[src/rtl/strobe_generator.sv]
// -----------------------------------------------------------------------------
// strobe_generator
//
// Free-running periodic strobe source. While Enable_i is high, Strobe_o pulses
// high for exactly one clock once every PERIOD_NS nanoseconds. The period is
// rounded to a whole number of clock ticks when the design is elaborated.
// Typical uses are UART baud ticks, debounce sampling and display refresh.
//
// Parameters:
//   CLOCK_HZ   input clock frequency in Hz (must be > 0)
//   PERIOD_NS  requested strobe period in ns (must round to >= 1 clock tick)
//
// Derived localparams (readable hierarchically):
//   CLOCK_PERIOD_NS  clock period in ns (real)
//   TICKS            strobe period in clock ticks, rounded to nearest
//   REAL_PERIOD_NS   period actually produced, TICKS * CLOCK_PERIOD_NS (real)
//   WIDTH            tick counter width, max(1, clog2(TICKS))
//
// Ports:
//   Clock     in   system clock, rising edge
//   Reset     in   asynchronous active-high reset
//   Enable_i  in   run enable, synchronous to Clock
//   Strobe_o  out  registered one-clock strobe
// -----------------------------------------------------------------------------
module strobe_generator #(
    parameter int CLOCK_HZ  = 10_000_000,
    parameter int PERIOD_NS = 1000
) (
    input  logic Clock,
    input  logic Reset,
    input  logic Enable_i,
    output logic Strobe_o
);

    // The guard keeps elaboration from dividing by zero; the fatal check
    // below reports the bad parameter instead.
    localparam real CLOCK_PERIOD_NS = (CLOCK_HZ > 0) ? (1.0e9 / real'(CLOCK_HZ)) : 1.0;

    // Explicit floor(x + 0.5) so the rounding does not depend on how a tool
    // converts real to integer.
    localparam int  TICKS          = int'($floor(real'(PERIOD_NS) / CLOCK_PERIOD_NS + 0.5));
    localparam real REAL_PERIOD_NS = real'(TICKS) * CLOCK_PERIOD_NS;
    localparam int  WIDTH          = (TICKS > 1) ? $clog2(TICKS) : 1;

    // Terminal count; only meaningful once the checks below have passed.
    localparam logic [WIDTH-1:0] LAST_COUNT = WIDTH'(TICKS - 1);

    // -------------------------------------------------------------------------
    // Elaboration-time parameter checks
    // -------------------------------------------------------------------------
    generate
        if (CLOCK_HZ <= 0) begin : g_bad_clock_hz
            $fatal(1, "strobe_generator: CLOCK_HZ must be positive");
        end
        if ((TICKS < 1) || (REAL_PERIOD_NS <= 0.0)) begin : g_bad_period
            $fatal(1, "strobe_generator: PERIOD_NS is shorter than half a clock period");
        end
    endgenerate

    // -------------------------------------------------------------------------
    // Tick counter and strobe register
    // -------------------------------------------------------------------------
    logic [WIDTH-1:0] count_q;
    logic [WIDTH-1:0] count_d;
    logic             strobe_q;
    logic             strobe_d;

    // Disabled: the partial count is discarded so a re-enable always waits a
    // full period. Enabled: count up to LAST_COUNT, then wrap to 0 while
    // firing the strobe. The counter starts at 0 and only ever steps by one
    // up to LAST_COUNT, so codes above it are never reached.
    always_comb begin
        count_d  = '0;
        strobe_d = 1'b0;
        if (Enable_i) begin
            if (count_q == LAST_COUNT) begin
                count_d  = '0;
                strobe_d = 1'b1;
            end else begin
                count_d  = count_q + WIDTH'(1);
                strobe_d = 1'b0;
            end
        end
    end

    always_ff @(posedge Clock or posedge Reset) begin
        if (Reset) begin
            count_q  <= '0;
            strobe_q <= 1'b0;
        end else begin
            count_q  <= count_d;
            strobe_q <= strobe_d;
        end
    end

    // Output comes straight from the flip-flop, so it cannot glitch.
    assign Strobe_o = strobe_q;

endmodule

[config.mk]
export PLATFORM = sky130hd
export DESIGN_NAME = strobe_generator
export DESIGN_NICKNAME = d
export VERILOG_FILES = /design/src/rtl/strobe_generator.sv
export SDC_FILE = /design/constraint.sdc
export NUM_CORES = 1
export LEC_CHECK = 0
export CAP_MARGIN = 20
export CORE_AREA = 5 5 42 44
export DETAILED_ROUTE_END_ITERATION = 16
export DIE_AREA = 0 0 47 49
export PLACE_DENSITY = 0.39
export SLEW_MARGIN = 20
export SYNTH_ARGS = -nofsm -noshare
export SYNTH_HDL_FRONTEND = slang
export SYNTH_SLANG_ARGS = --single-unit
[constraint.sdc]
create_clock -name Clock -period 1.4 [get_ports Clock]
set_input_delay 0.21 -clock Clock [delete_from_list [all_inputs] [get_ports Clock]]
set_output_delay 0.21 -clock Clock [all_outputs]
set_load 0.01 [all_outputs]
==> parameters.txt <==
Parameter                              Value

STA
  Highest Clock Rate    0.7754 GHz
  Max-slew violation count    0
  Number of endpoints failing setup at the final stage    0
  Min Clock Period, post-route    1.290 ns
  Fin crit share    0.9212
  Worst Skew    0.001129 ns
  Final count of hold timing violations    0
  Unrepaired setup endpoints after global routing    false
  Final total negative setup slack    0 ns
  Worst-margin pin slew    0.2223 ns
  Worst-case headroom to the max-slew limit    0.8502

Power and ir drop
  Worst supply voltage drop on vdd    between 0.3 and 0.4 mV
  Leakage power    approximately 0.14 nW
  Total power divided by cell area    1088 nW/um2
  Total power of the final layout    0.0003459 W

Layout
  Sequential Area    ~130 um2
  Layout Nets    35
  Filler cells    161
  Synthesis-to-layout area growth    31.61%
  Fraction of layout cells with a size suffix above 1    0.1379
  Inserted Diodes    0
  Area of combinational cells with multiple inputs    ~110 um2

Yosys
  Share of synthesized registers carrying an async set or reset    1.000
  Share of the yosys chip area belonging to registers    0.5181
  Post-synthesis sequential element count    5
  Distinct cell type count after synthesis    12
  Top post-synthesis cells by area    dfrtp_1 52%, ha_1 10%, nor3b_1 9.3%, and3_4 4.7%, mux2i_1 4.1%
  Most used DFF post-synth    dfrtp_1
  Synth top cells by count    5 x dfrtp_1, 3 x nor3b_1
  Number of flops mapped to enable cells by yosys    0
  Per-instance average area after synthesis    10.98 um2
  Netlist area before placement    241.5 um2
  Post-synth top area cell    dfrtp_1
  Synth warnings    0
  Post-synth top area share    0.5181
  Synthesized Nets    27
  Number of instances in the synthesized netlist    22
  Dominant cell by count in the synthesized netlist    dfrtp_1

Clocking
  Number of setup buffers added after CTS    0
  Clock transition at path regs    0.04 ns
  Library cell used as clock root buffer    clkbuf_4
  Number of clock sinks    5
  Clock tree from TritonCTS    built
  Source-to-sink clock delay at the later pin of the worst-skew pair    0.23 ns
  Number of hold-repair buffers added at the cts stage    0
  Number of resized instances in the post-cts repair step    0
  H-tree depth    1
  Cts bufs inserted    3
  Max clock buf depth    2

Setup path
  Type of destination of the critical path    output port
  WP buf/inv    1
  Critical path required time    1.19 ns
  Cell breakdown of the critical path    clkdlybuf4s50_1
  Data arrival time at the worst-slack endpoint    1.08 ns
  Critical-path maximum fanout    1
  Largest stage delay on the critical path    0.53 ns
  CP startpoint kind    register
  Kind of critical path    reg -> out
  Family with the most delay on the worst path    buffers and inverters
  Max stage delay cell, worst path    clkdlybuf4s50_1

Global route
  Global route overflow    0
  Gr usage total    0.03963
  Maximum number of pins on one net before global-route repair    8
  Initial antenna violation count    0
  Number of global-route vias before repair    167
  Wire length of the first global-routing pass    ~570 um

Min path
  Worst hold path type    in -> async

Flow run
  Number of max-capacitance violations reported    0

Detailed routing
  Avg WL per Cell    approximately 9 um
  Via density per instance    3.933
  Residual DRC count    0
  Antenna-violating nets left    0
  Number of design-rule violations left by the first detailed-router iteration    0
  Sum of routed wire length over all layers    between 400 and 500 um
  Initial DRT Pass Iterations    1
  Number of vias after detailed routing    177

Die
  Initial cell density of the core    0.1723
  Area of the die    2303 um2
  Core ar.    1401 um2
  Number of standard-cell rows in the floorplan    14
  Die Ht    between 40 and 50 um
  Die width    47 um
  I/O Pins    4

Run status
  Status    complete, no violations

Place
  PortBufs    3
  Placer congestion estimate    approximately 0.7
  HPWL reported at the end of detailed placement    344.2 um
-- final timing paths --
path / from / cells after the start / slack [ns] / end
max in group asynchronous: Reset / 2 / 1.06 / count_q[3]
min in group Clock: count_q[0] / 1 / 0.50 / count_q[0]
min: Reset / 2 / 0.17 / count_q[0]
max: Strobe_o / 1 / 0.11 / Strobe_o
min reg2reg: count_q[0] / 1 / 0.50 / count_q[0]
max reg2reg: count_q[1] / 5 / 0.28 / count_q[0]
-- per-layer routing --
metal	vias to the layer above	global-route usage	wire length (um)
li1	88	-	-
met1	86	0.03348	163
met2	3	0.05204	228
met3	0	0.01107	16
met4	0	0.06912	0
met5	-	0	0
-- layout make-up --
class,instances,area share
clock buffer,4,0.08268
inverter,2,0.02362
multi-input combinational,15,0.3425
sequential,5,0.3937
tap,16,0.06299
timing repair buffer,3,0.09449
-- sequential cells by signal, summed over array words and instances, names as in the netlist --
name and count:
Strobe_o 1, count_q 4
-- cells by family after synthesis --
kind of cell / count (synthesis) / synth area share
fa+ha+maj: 2 / 0.1036
compound gates: 3 / 0.07769
buf+inv: 2 / 0.03110
flops: 5 / 0.5181
simple gates: 9 / 0.2280
mux: 1 / 0.04145
-- through the flow --
stage / instances / cell area, um2 / utilization / setup slack [ns] / hold slack [ns]
after floorplan: 22 / 241.5 / - / 0.3918 / -0.01148
after global placement: 41 / 291.5 / 0.2080 / 0.2734 / 0.4157
after detailed placement: 41 / 291.5 / 0.2080 / 0.2471 / 0.4215
after CTS: 45 / 317.8 / 0.2268 / 0.09037 / 0.1700
after global routing: 45 / 317.8 / 0.2268 / 0.09001 / 0.1866
final: 45 / 317.8 / 0.2268 / 0.1103 / 0.1725
-- report_power, final --
part	leakage (nW)	total (W)	internal [W]	switching [W]
sequential	0.0673	0.000159	0.000152	0.00000721
clock	0.0150	0.000158	0.000107	0.0000510
combinational	0.0550	0.0000283	0.0000145	0.0000138
-- layout by cell type, fill, tap and decap left out --
cell type        netlist  final
a21oi_1                1      1
and3_4                 1      1
clkbuf_1               0      1
clkbuf_4               0      3
clkdlybuf4s50_1        0      3
dfrtp_1                5      5
ha_1                   2      2
inv_1                  2      2
mux2i_1                1      1
nand2_1                2      2
nor2_1                 2      2
nor2b_1                1      1
nor3b_1                3      3
o21ai_0                1      1
o31a_1                 1      1
(Power assumes the default switching activity.)
